--- config.mk ---
export PLATFORM = sky130hd
export DESIGN_NAME = cdb_arbiter_flat
export DESIGN_NICKNAME = d
export VERILOG_FILES = /design/src/rtl/cdb_arbiter_if.sv /design/src/rtl/cdb_arbiter.sv /design/src/flat_wrapper.sv
export SDC_FILE = /design/constraint.sdc
export NUM_CORES = 1
export LEC_CHECK = 0
export CELL_PAD_IN_SITES_DETAIL_PLACEMENT = 0
export CELL_PAD_IN_SITES_GLOBAL_PLACEMENT = 2
export CORE_MARGIN = 1.5
export CORE_UTILIZATION = 35
export DETAILED_ROUTE_END_ITERATION = 16
export MAX_ROUTING_LAYER = met4
export PLACE_DENSITY = 0.73
export SLEW_MARGIN = 20
export SYNTH_ARGS = -nofsm -noshare
export SYNTH_HDL_FRONTEND = slang
export SYNTH_SLANG_ARGS = --single-unit
--- constraint.sdc ---
create_clock -name clk_in -period 2.7 [get_ports clk_in]
set_input_delay 0.27 -clock clk_in [delete_from_list [all_inputs] [get_ports clk_in]]
set_output_delay 0.27 -clock clk_in [all_outputs]
set_load 0.02 [all_outputs]
--- src/rtl/cdb_arbiter_if.sv ---
// Result-offer and CDB broadcast bundle for cdb_arbiter.
// master: the side that offers results and watches the CDB; slave: the arbiter.
interface cdb_arbiter_if;
  logic        alu_valid;
  logic [4:0]  alu_rob_id;
  logic [31:0] alu_val;
  logic        alu_full;
  logic        lsb_valid;
  logic [4:0]  lsb_rob_id;
  logic [31:0] lsb_val;
  logic        lsb_full;
  logic        cdb_valid;
  logic [4:0]  cdb_rob_id;
  logic [31:0] cdb_val;
  logic        cdb_src;

  modport master (
    output alu_valid, alu_rob_id, alu_val, lsb_valid, lsb_rob_id, lsb_val,
    input  alu_full, lsb_full, cdb_valid, cdb_rob_id, cdb_val, cdb_src
  );

  modport slave (
    input  alu_valid, alu_rob_id, alu_val, lsb_valid, lsb_rob_id, lsb_val,
    output alu_full, lsb_full, cdb_valid, cdb_rob_id, cdb_val, cdb_src
  );
endinterface

--- src/rtl/cdb_arbiter.sv ---
// Common-data-bus arbiter: per-source result FIFOs (ALU, LSB) merged onto one registered CDB.
// Define CDB_ROUND_ROBIN_EN for round-robin grants; default is fixed priority, LSB over ALU.
module cdb_arbiter #(
  parameter int unsigned FIFO_DEPTH_BIT = 1
) (
  input  logic         clk_in,
  input  logic         rst_in,
  input  logic         rdy_in,
  input  logic         clear_flag,
  cdb_arbiter_if.slave bus
);

  localparam int unsigned Depth = 1 << FIFO_DEPTH_BIT;

  typedef logic [FIFO_DEPTH_BIT-1:0] ptr_t;
  typedef logic [FIFO_DEPTH_BIT:0]   cnt_t;

  localparam ptr_t PtrOne  = ptr_t'(1);
  localparam cnt_t CntOne  = cnt_t'(1);
  localparam cnt_t CntFull = cnt_t'(Depth);

  typedef enum logic {GrantAlu = 1'b0, GrantLsb = 1'b1} grant_e;

  logic [4:0]  alu_rob_q [Depth];
  logic [31:0] alu_val_q [Depth];
  logic [4:0]  lsb_rob_q [Depth];
  logic [31:0] lsb_val_q [Depth];

  ptr_t   alu_rd_q, alu_wr_q, lsb_rd_q, lsb_wr_q;
  cnt_t   alu_cnt_q, alu_cnt_d, lsb_cnt_q, lsb_cnt_d;
  grant_e last_grant_q;
  logic   cdb_valid_q;
  logic [4:0]  cdb_rob_id_q;
  logic [31:0] cdb_val_q;
  grant_e cdb_src_q;

  logic alu_full, lsb_full, alu_ne, lsb_ne;
  logic push_alu, push_lsb, pop_alu, pop_lsb, grant_lsb;

  // Full looks only at the registered count, so a same-cycle pop never frees a slot early.
  assign alu_full = (alu_cnt_q == CntFull);
  assign lsb_full = (lsb_cnt_q == CntFull);
  assign alu_ne   = (alu_cnt_q != '0);
  assign lsb_ne   = (lsb_cnt_q != '0);

  assign push_alu = bus.alu_valid && !alu_full && rdy_in && !clear_flag;
  assign push_lsb = bus.lsb_valid && !lsb_full && rdy_in && !clear_flag;

`ifdef CDB_ROUND_ROBIN_EN
  assign grant_lsb = lsb_ne && (!alu_ne || (last_grant_q == GrantAlu));
`else
  assign grant_lsb = lsb_ne;
  logic unused_last_grant;
  assign unused_last_grant = last_grant_q;
`endif

  assign pop_lsb = grant_lsb;
  assign pop_alu = alu_ne && !grant_lsb;

  always_comb begin
    alu_cnt_d = alu_cnt_q;
    case ({push_alu, pop_alu})
      2'b10:   alu_cnt_d = alu_cnt_q + CntOne;
      2'b01:   alu_cnt_d = alu_cnt_q - CntOne;
      default: alu_cnt_d = alu_cnt_q;
    endcase
    lsb_cnt_d = lsb_cnt_q;
    case ({push_lsb, pop_lsb})
      2'b10:   lsb_cnt_d = lsb_cnt_q + CntOne;
      2'b01:   lsb_cnt_d = lsb_cnt_q - CntOne;
      default: lsb_cnt_d = lsb_cnt_q;
    endcase
  end

  // Payload storage needs no reset: entries are only visible through the counts.
  always_ff @(posedge clk_in) begin
    if (push_alu) begin
      alu_rob_q[alu_wr_q] <= bus.alu_rob_id;
      alu_val_q[alu_wr_q] <= bus.alu_val;
    end
    if (push_lsb) begin
      lsb_rob_q[lsb_wr_q] <= bus.lsb_rob_id;
      lsb_val_q[lsb_wr_q] <= bus.lsb_val;
    end
  end

  always_ff @(posedge clk_in or posedge rst_in) begin
    if (rst_in) begin
      alu_rd_q     <= '0;
      alu_wr_q     <= '0;
      alu_cnt_q    <= '0;
      lsb_rd_q     <= '0;
      lsb_wr_q     <= '0;
      lsb_cnt_q    <= '0;
      last_grant_q <= GrantAlu;
      cdb_valid_q  <= 1'b0;
      cdb_rob_id_q <= '0;
      cdb_val_q    <= '0;
      cdb_src_q    <= GrantAlu;
    end else if (clear_flag) begin
      alu_rd_q     <= '0;
      alu_wr_q     <= '0;
      alu_cnt_q    <= '0;
      lsb_rd_q     <= '0;
      lsb_wr_q     <= '0;
      lsb_cnt_q    <= '0;
      last_grant_q <= GrantAlu;
      cdb_valid_q  <= 1'b0;
      cdb_rob_id_q <= '0;
      cdb_val_q    <= '0;
      cdb_src_q    <= GrantAlu;
    end else if (rdy_in) begin
      if (push_alu) alu_wr_q <= alu_wr_q + PtrOne;
      if (pop_alu)  alu_rd_q <= alu_rd_q + PtrOne;
      if (push_lsb) lsb_wr_q <= lsb_wr_q + PtrOne;
      if (pop_lsb)  lsb_rd_q <= lsb_rd_q + PtrOne;
      alu_cnt_q <= alu_cnt_d;
      lsb_cnt_q <= lsb_cnt_d;
      if (pop_lsb) begin
        cdb_valid_q  <= 1'b1;
        cdb_rob_id_q <= lsb_rob_q[lsb_rd_q];
        cdb_val_q    <= lsb_val_q[lsb_rd_q];
        cdb_src_q    <= GrantLsb;
        last_grant_q <= GrantLsb;
      end else if (pop_alu) begin
        cdb_valid_q  <= 1'b1;
        cdb_rob_id_q <= alu_rob_q[alu_rd_q];
        cdb_val_q    <= alu_val_q[alu_rd_q];
        cdb_src_q    <= GrantAlu;
        last_grant_q <= GrantAlu;
      end else begin
        cdb_valid_q  <= 1'b0;
        cdb_rob_id_q <= '0;
        cdb_val_q    <= '0;
        cdb_src_q    <= GrantAlu;
      end
    end
  end

  assign bus.alu_full   = alu_full;
  assign bus.lsb_full   = lsb_full;
  assign bus.cdb_valid  = cdb_valid_q;
  assign bus.cdb_rob_id = cdb_rob_id_q;
  assign bus.cdb_val    = cdb_val_q;
  assign bus.cdb_src    = cdb_src_q;

endmodule

--- src/flat_wrapper.sv ---
// flat-port wrapper written by rule: the top's interface ports become plain ports
module cdb_arbiter_flat 
#(
  parameter int unsigned FIFO_DEPTH_BIT = 1
)
  (clk_in, rst_in, rdy_in, clear_flag, bus_alu_valid, bus_alu_rob_id, bus_alu_val, bus_lsb_valid, bus_lsb_rob_id, bus_lsb_val, bus_alu_full, bus_lsb_full, bus_cdb_valid, bus_cdb_rob_id, bus_cdb_val, bus_cdb_src);
  cdb_arbiter_if bus_i ();
  input  logic clk_in;
  input  logic rst_in;
  input  logic rdy_in;
  input  logic clear_flag;
  input wire logic [$bits(bus_i.alu_valid)-1:0] bus_alu_valid;
  input wire logic [$bits(bus_i.alu_rob_id)-1:0] bus_alu_rob_id;
  input wire logic [$bits(bus_i.alu_val)-1:0] bus_alu_val;
  input wire logic [$bits(bus_i.lsb_valid)-1:0] bus_lsb_valid;
  input wire logic [$bits(bus_i.lsb_rob_id)-1:0] bus_lsb_rob_id;
  input wire logic [$bits(bus_i.lsb_val)-1:0] bus_lsb_val;
  output wire logic [$bits(bus_i.alu_full)-1:0] bus_alu_full;
  output wire logic [$bits(bus_i.lsb_full)-1:0] bus_lsb_full;
  output wire logic [$bits(bus_i.cdb_valid)-1:0] bus_cdb_valid;
  output wire logic [$bits(bus_i.cdb_rob_id)-1:0] bus_cdb_rob_id;
  output wire logic [$bits(bus_i.cdb_val)-1:0] bus_cdb_val;
  output wire logic [$bits(bus_i.cdb_src)-1:0] bus_cdb_src;
  assign bus_i.alu_valid = bus_alu_valid;
  assign bus_i.alu_rob_id = bus_alu_rob_id;
  assign bus_i.alu_val = bus_alu_val;
  assign bus_i.lsb_valid = bus_lsb_valid;
  assign bus_i.lsb_rob_id = bus_lsb_rob_id;
  assign bus_i.lsb_val = bus_lsb_val;
  assign bus_alu_full = bus_i.alu_full;
  assign bus_lsb_full = bus_i.lsb_full;
  assign bus_cdb_valid = bus_i.cdb_valid;
  assign bus_cdb_rob_id = bus_i.cdb_rob_id;
  assign bus_cdb_val = bus_i.cdb_val;
  assign bus_cdb_src = bus_i.cdb_src;
  cdb_arbiter #(.FIFO_DEPTH_BIT(FIFO_DEPTH_BIT)) u_core (.clk_in(clk_in), .rst_in(rst_in), .rdy_in(rdy_in), .clear_flag(clear_flag), .bus(bus_i));
endmodule
==> qor.yml, run 1 <==
run_status: "finished clean"
dp.final_hpwl_um: 10900
leakagePower_nw: 3.27
setup_violations: 0
ys_types: 35
cts_sinks: 195
grt_usage_pct: 15.8
drv_cap: 0
max_stage_delay_ns: 0.63
path_max_fanout: 11
placed_area_um2: 9090
switching_share_pct: 21.3
slowest_stage: "clkdlybuf4s50_1"
synth.top_cells.by_area: "edfxtp_1, dfrtp_1, mux2i_1"
fin_nets: 630
vias: 4063
period_share_pct: 81.8
grt_pass1_wl_um: 24800
startpoint_type: "flop"
start_util_pct: 35.6
hold_viol_final: 0
max_freq_mhz: 453
p_comb_share_pct: 7.5
period_needed_ns: 2.21
netlist_instances: 418
overflow: 0
drc: 0
finalMaxSlewViolations: 0
wl_per_cell_um: 19.3
ys_ff_latch: 195
tns_ns: 0
hold_slack_ns: 0.166
yosysSeqAreaShare_pct: 75.0
place.gp.congestion: 0.739
htreeDepth: 4
synth.avg_cell_area_um2: 17.9
cp-end-kind: "output port"
n_antenna_cell: 0
ir_drop_uv: 453
cts_root_buffer: "clkbuf_16"
dieHeight_um: 149
die_area_um2: 22300
cp_data_arrival_time_ns: 1.94
antenna_left: 0
rsz0062_at_grt: "false"
clk_path_buf_depth: 2
power.internal_mw: 5.04
cts_setup_buffers: 0
powerDensity_nw_per_um2: 661
drive_gt1_share_pct: 16.0
antenna_found_initial: 0
crit_chain: "nand2b_1, inv_1, clkdlybuf4s50_1"
seqPwrFrac_pct: 52.5
rrSetupSlack_ns: 0.58
pwr-share-clk_pct: 40.0
clk_latency_ns: 0.42
clk_pin_slew_ns: 0.07
viasPerCell: 4.85
cts_made_buffers: 17
syn-cell-area_um2: 7490
syn2layout_area_growth_pct: 29.3
hp-class: "in2async"
power.switching_mw: 1.36
ioPinCount: 121
synth_area_leader_cell: "edfxtp_1"
design_area_um2: 9690
post-route-util_pct: 46.1
syn-num-nets: 498
skew_ns: 0.00542
finalPower_mw: 6.40
rows: 53
fillers: 1814
cts_resized: 0
ys_warn_count: 0
cts_tree: "built"
crit_required_ns: 2.43
yosys.area.top_type_share_pct: 59.3
die-width_um: 149
drt_iter0_markers: 212
core_um2: 21000
worst_slew_pin_slew_ns: 0.930
dr.pass1.iters: 4
port-buffer-count: 120
grt_pass1_vias: 4363
slew-limit-headroom_pct: 37.8
drt_wl_total_um: 16200
path_class: "reg2out"
holdBufCountCts: 0
grt_max_degree: 39
[flip-flops by register name, indices dropped and copies added (netlist names)]
| register | count |
|---|---|
| u_core.alu_cnt_q | 2 |
| u_core.alu_rd_q | 1 |
| u_core.alu_rob_q | 10 |
| u_core.alu_val_q | 64 |
| u_core.alu_wr_q | 1 |
| u_core.bus.cdb_rob_id | 5 |
| u_core.bus.cdb_src | 1 |
| u_core.bus.cdb_val | 32 |
| u_core.bus.cdb_valid | 1 |
| u_core.lsb_cnt_q | 2 |
| u_core.lsb_rd_q | 1 |
| u_core.lsb_rob_q | 10 |
| u_core.lsb_val_q | 64 |
| u_core.lsb_wr_q | 1 |
[layout make-up]
type / count / area, µm² / area share [%]
Multi-Input combinational cell: 192 / 1740 / 17.9
Timing Repair Buffer: 138 / 1360 / 14.0
Tap cell: 275 / 344 / 3.55
Clock inverter: 12 / 155 / 1.60
Inverter: 6 / 22.5 / 0.232
Sequential cell: 195 / 5620 / 58.0
Clock buffer: 20 / 447 / 4.61
[placed cells by master, fill, tap and decap left out, drive strengths merged, types with 2 or more instances in the layout]
master	n
clkbuf	20
clkinv	5
a311oi	2
a21oi	3
nor2	11
nand2	40
bufinv	3
edfxtp	148
dfrtp	47
clkdlybuf4s50	120
o21ai	5
o221ai	38
inv	8
clkinvlp	2
mux2i	75
buf	18
[final timing paths]
check | from | to | depth (start not counted)
max | u_core.lsb_cnt_q[0]$_DFFE_PP0P_ | bus_lsb_full | 3
min | rst_in | u_core.bus.cdb_val[26]$_DFFE_PP0P_ | 2
max reg2reg | u_core.lsb_cnt_q[0]$_DFFE_PP0P_ | u_core.bus.cdb_val[9]$_DFFE_PP0P_ | 3
min reg2reg | u_core.bus.cdb_rob_id[2]$_DFFE_PP0P_ | u_core.bus.cdb_rob_id[2]$_DFFE_PP0P_ | 2
max in group asynchronous | rst_in | u_core.bus.cdb_val[11]$_DFFE_PP0P_ | 3
min in group clk_in | bus_lsb_val[1] | u_core.lsb_val_q[1][1]$_DFFE_PP_ | 1
[per-stage QoR]
step                      worst slack, ns  cells
after floorplan                    -0.278    418
after global placement              0.567    806
after detailed placement            0.521    806
after CTS                           0.476    838
after global routing                0.372    838
final                               0.491    838
[critical path: cells and delay by family, from the launching register on]
| family | cells | cell delay [ns] |
|---|---|---|
| buffers and inverters | 2 | 0.74 |
| DFF | 1 | 0.52 |
| and+or+nand+nor | 1 | 0.25 |
[kinds of logic (layout without fill, tap and decap cells)]
logic type      count (synthesis)  count (layout)  synth area share, %
compound gates                 55              55                 8.52
flops                         195             195                 75.0
simple gates                   61              61                 3.79
buf+inv                        31             176                 2.55
mux                            75              75                 10.0
xor+xnor                        1               1                0.117
[cells in the mapped netlist]
library cell  count
or4b_1            1
xor2_1            1
o31ai_1           1
inv_1             6
nor4b_4           1
nand3b_1          1
o21ai_2           1
nand2b_1          1
clkbuf_1          2
buf_6             5
edfxtp_1        148
or4_1             1
nand2_1          40
o21bai_1          1
o211a_1           1
o21ai_1           2
o41ai_1           1
a211oi_1          1
o221ai_2         30
buf_2            12
nor2_1           11
nor2b_2           1
mux2i_1          75
buf_4             6
nand3_1           1
or3_1             1
dfrtp_1          47
a311oi_1          2
a21oi_1           3
o22ai_1           1
o221ai_1          8
and2b_1           1
o21ai_0           2
and4b_1           1
o2111ai_1         1
[routing by layer]
metal  routed length (µm)  vias up  global-route usage, %
li1                     -     1892                      -
met1                 7040     2056                   19.4
met2                 8230      101                   25.5
met3                  683       14                   3.94
met4                  228        0                   5.59
met5                    0        -                      -
[power groups by stage]
| stage | clock, mW | sequential, mW | combinational, mW |
|---|---|---|---|
| 5_1_grt | 2.76 | 3.37 | 0.517 |
| 3_5_place_dp | 0 | 3.43 | 0.490 |
| 2_1_floorplan | 0 | 3.44 | 0.201 |
| 6_report | 2.56 | 3.36 | 0.481 |
| 4_1_cts | 2.62 | 3.36 | 0.492 |
| 3_3_place_gp | 0 | 3.42 | 0.479 |
No activity file was read; power rests on OpenSTA's default activity.
==> run 2, diff against run 1 <==
==> constraint.sdc (replaced) <==
create_clock -name clk_in -period 1.8 [get_ports clk_in]
set_input_delay 0.18 -clock clk_in [delete_from_list [all_inputs] [get_ports clk_in]]
set_output_delay 0.18 -clock clk_in [all_outputs]
set_load 0.02 [all_outputs]
==> qor.yml, run 2 (synthesized netlist as in run 1, its figures left out) <==
hold_viol_final: 0
cts_setup_buffers: 0
overflow: 0
wl_per_cell_um: 19.1
startpoint_type: "flop"
syn2layout_area_growth_pct: 30.8
path_class: "reg2out"
worstReg2RegEnd: "u_core.alu_val_q[0][18]$_DFFE_PP_"
skew_ns: 0.00914
grt_pass1_wl_um: 24500
use_met3_pct: 3.24
clk_path_buf_depth: 2
start_util_pct: 35.6
drive_gt1_share_pct: 17.2
drc: 0
grt_usage_pct: 15.7
period_needed_ns: 1.68
drt_wl_total_um: 16200
leakagePower_nw: 3.32
path_max_fanout: 4
period_share_pct: 93.1
worst_slew_pin_slew_ns: 0.406
viasPerCell: 4.86
dp.final_hpwl_um: 11000
fin_nets: 641
antenna_left: 0
port-buffer-count: 120
place.gp.congestion: 0.728
vias: 4129
max_freq_mhz: 597
final_common_cell: "edfxtp_1"
grt_pass1_vias: 4317
setup_violations: 0
met1_usage_pct: 19.8
cts_made_buffers: 17
powerDensity_nw_per_um2: 939
ir_drop_uv: 563
worstRegToRegCells: 4
grt-busiest-layer: "met2"
finalPower_mw: 9.21
crit_required_ns: 1.62
hp-class: "in2async"
clk_pin_slew_ns: 0.07
die-width_um: 149
finalMaxSlewViolations: 0
drv_cap: 0
drt_iter0_markers: 296
cts_sinks: 195
die_area_um2: 22300
dr.pass1.iters: 4
antenna_found_initial: 0
r2r_start: "u_core.alu_cnt_q[0]$_DFFE_PP0P_"
n_antenna_cell: 0
rows: 53
htreeDepth: 4
cp-end-kind: "output port"
slew-limit-headroom_pct: 72.9
core_um2: 21000
cts_root_buffer: "clkbuf_16"
cts_tree: "built"
tns_ns: 0
grt_max_degree: 30
cp_data_arrival_time_ns: 1.50
grt.met2_usage_pct: 25.5
clk_latency_ns: 0.43
ioPinCount: 121
rsz0062_at_grt: "false"
final_cell_mix: "edfxtp_1, clkdlybuf4s50_1, mux2i_1"
rrSetupSlack_ns: 0.18
dieHeight_um: 149
run_status: "finished clean"
run 2: cell count changes in the layout (fill, tap and decap cells not counted):
| cell | previous run | this run |
|---|---|---|
| buf_4 | 16 | 19 |
| dlygate4sd2_1 | 0 | 2 |
| and2b_1 | 1 | 0 |
| clkinv_2 | 3 | 1 |
| clkbuf_1 | 2 | 5 |
| clkinvlp_4 | 2 | 3 |
| and2b_2 | 0 | 1 |
| buf_12 | 2 | 10 |
| inv_8 | 0 | 1 |
| clkdlybuf4s50_1 | 120 | 118 |
| clkinv_4 | 2 | 3 |
| inv_6 | 2 | 1 |
| bufinv_16 | 3 | 0 |
run 2: power breakdown:
part	internal, mW	switching, mW
Sequential	4.97	0.0492
Clock	1.82	1.59
Combinational	0.385	0.391
run 2: layout make-up:
| type | instances | area [µm²] |
|---|---|---|
| fillers | 1764 | 11200 |
| flip-flops and latches | 195 | 5620 |
| multi-input cells | 192 | 1740 |
| repair buffers | 149 | 1540 |
| clock buffers | 23 | 458 |
| well taps | 275 | 344 |
| clock inverters | 9 | 73.8 |
| inverters | 6 | 22.5 |
run 2: metrics by stage:
stage	setup WS (ns)	area (µm²)	cells	hold WS [ns]	utilization, %
after floorplan	-0.346	7520	418	0.279	-
after global placement	-0.126	9270	817	0.472	44.1
after detailed placement	-0.129	9270	817	0.472	44.1
after CTS	0.120	9800	849	0.0604	46.6
after global routing	0.0822	9800	849	0.0762	46.6
final	0.124	9800	849	0.0553	46.6
run 2: worst max path at each step:
stage                                          from                                 to  slack, ns  depth (start not counted)
floorplan           u_core.lsb_cnt_q[1]$_DFFE_PP0P_   u_core.lsb_rob_q[0][0]$_DFFE_PP_      -0.35                          4
global placement                             rdy_in  u_core.alu_val_q[0][18]$_DFFE_PP_      -0.13                          5
CTS                 u_core.alu_cnt_q[0]$_DFFE_PP0P_                       bus_alu_full       0.12                          3
global route        u_core.alu_cnt_q[0]$_DFFE_PP0P_                       bus_alu_full       0.08                          3
detailed placement                           rdy_in  u_core.lsb_val_q[0][22]$_DFFE_PP_      -0.13                          5
finish              u_core.alu_cnt_q[0]$_DFFE_PP0P_                       bus_alu_full       0.12                          3
run 2: metal layers:
| layer | part of all wire [%] | vias up |
|---|---|---|
| met2 | 51 | 105 |
| met1 | 44 | 2093 |
| met4 | 1.2 | 0 |
| li1 | - | 1912 |
| met5 | 0 | - |
| met3 | 4.4 | 19 |
run 2: critical path, stage by stage, from the launching register on:
cell and delay [ns]:
dfrtp_1 0.39, and2b_2 0.23, buf_4 0.12, dlygate4sd2_1 0.33
run 2: what timing repair did:
item | CTS | global route
gates resized for setup | 2 | 0
setup endpoints to repair | 2 | 0
hold buffers | 0 | 0
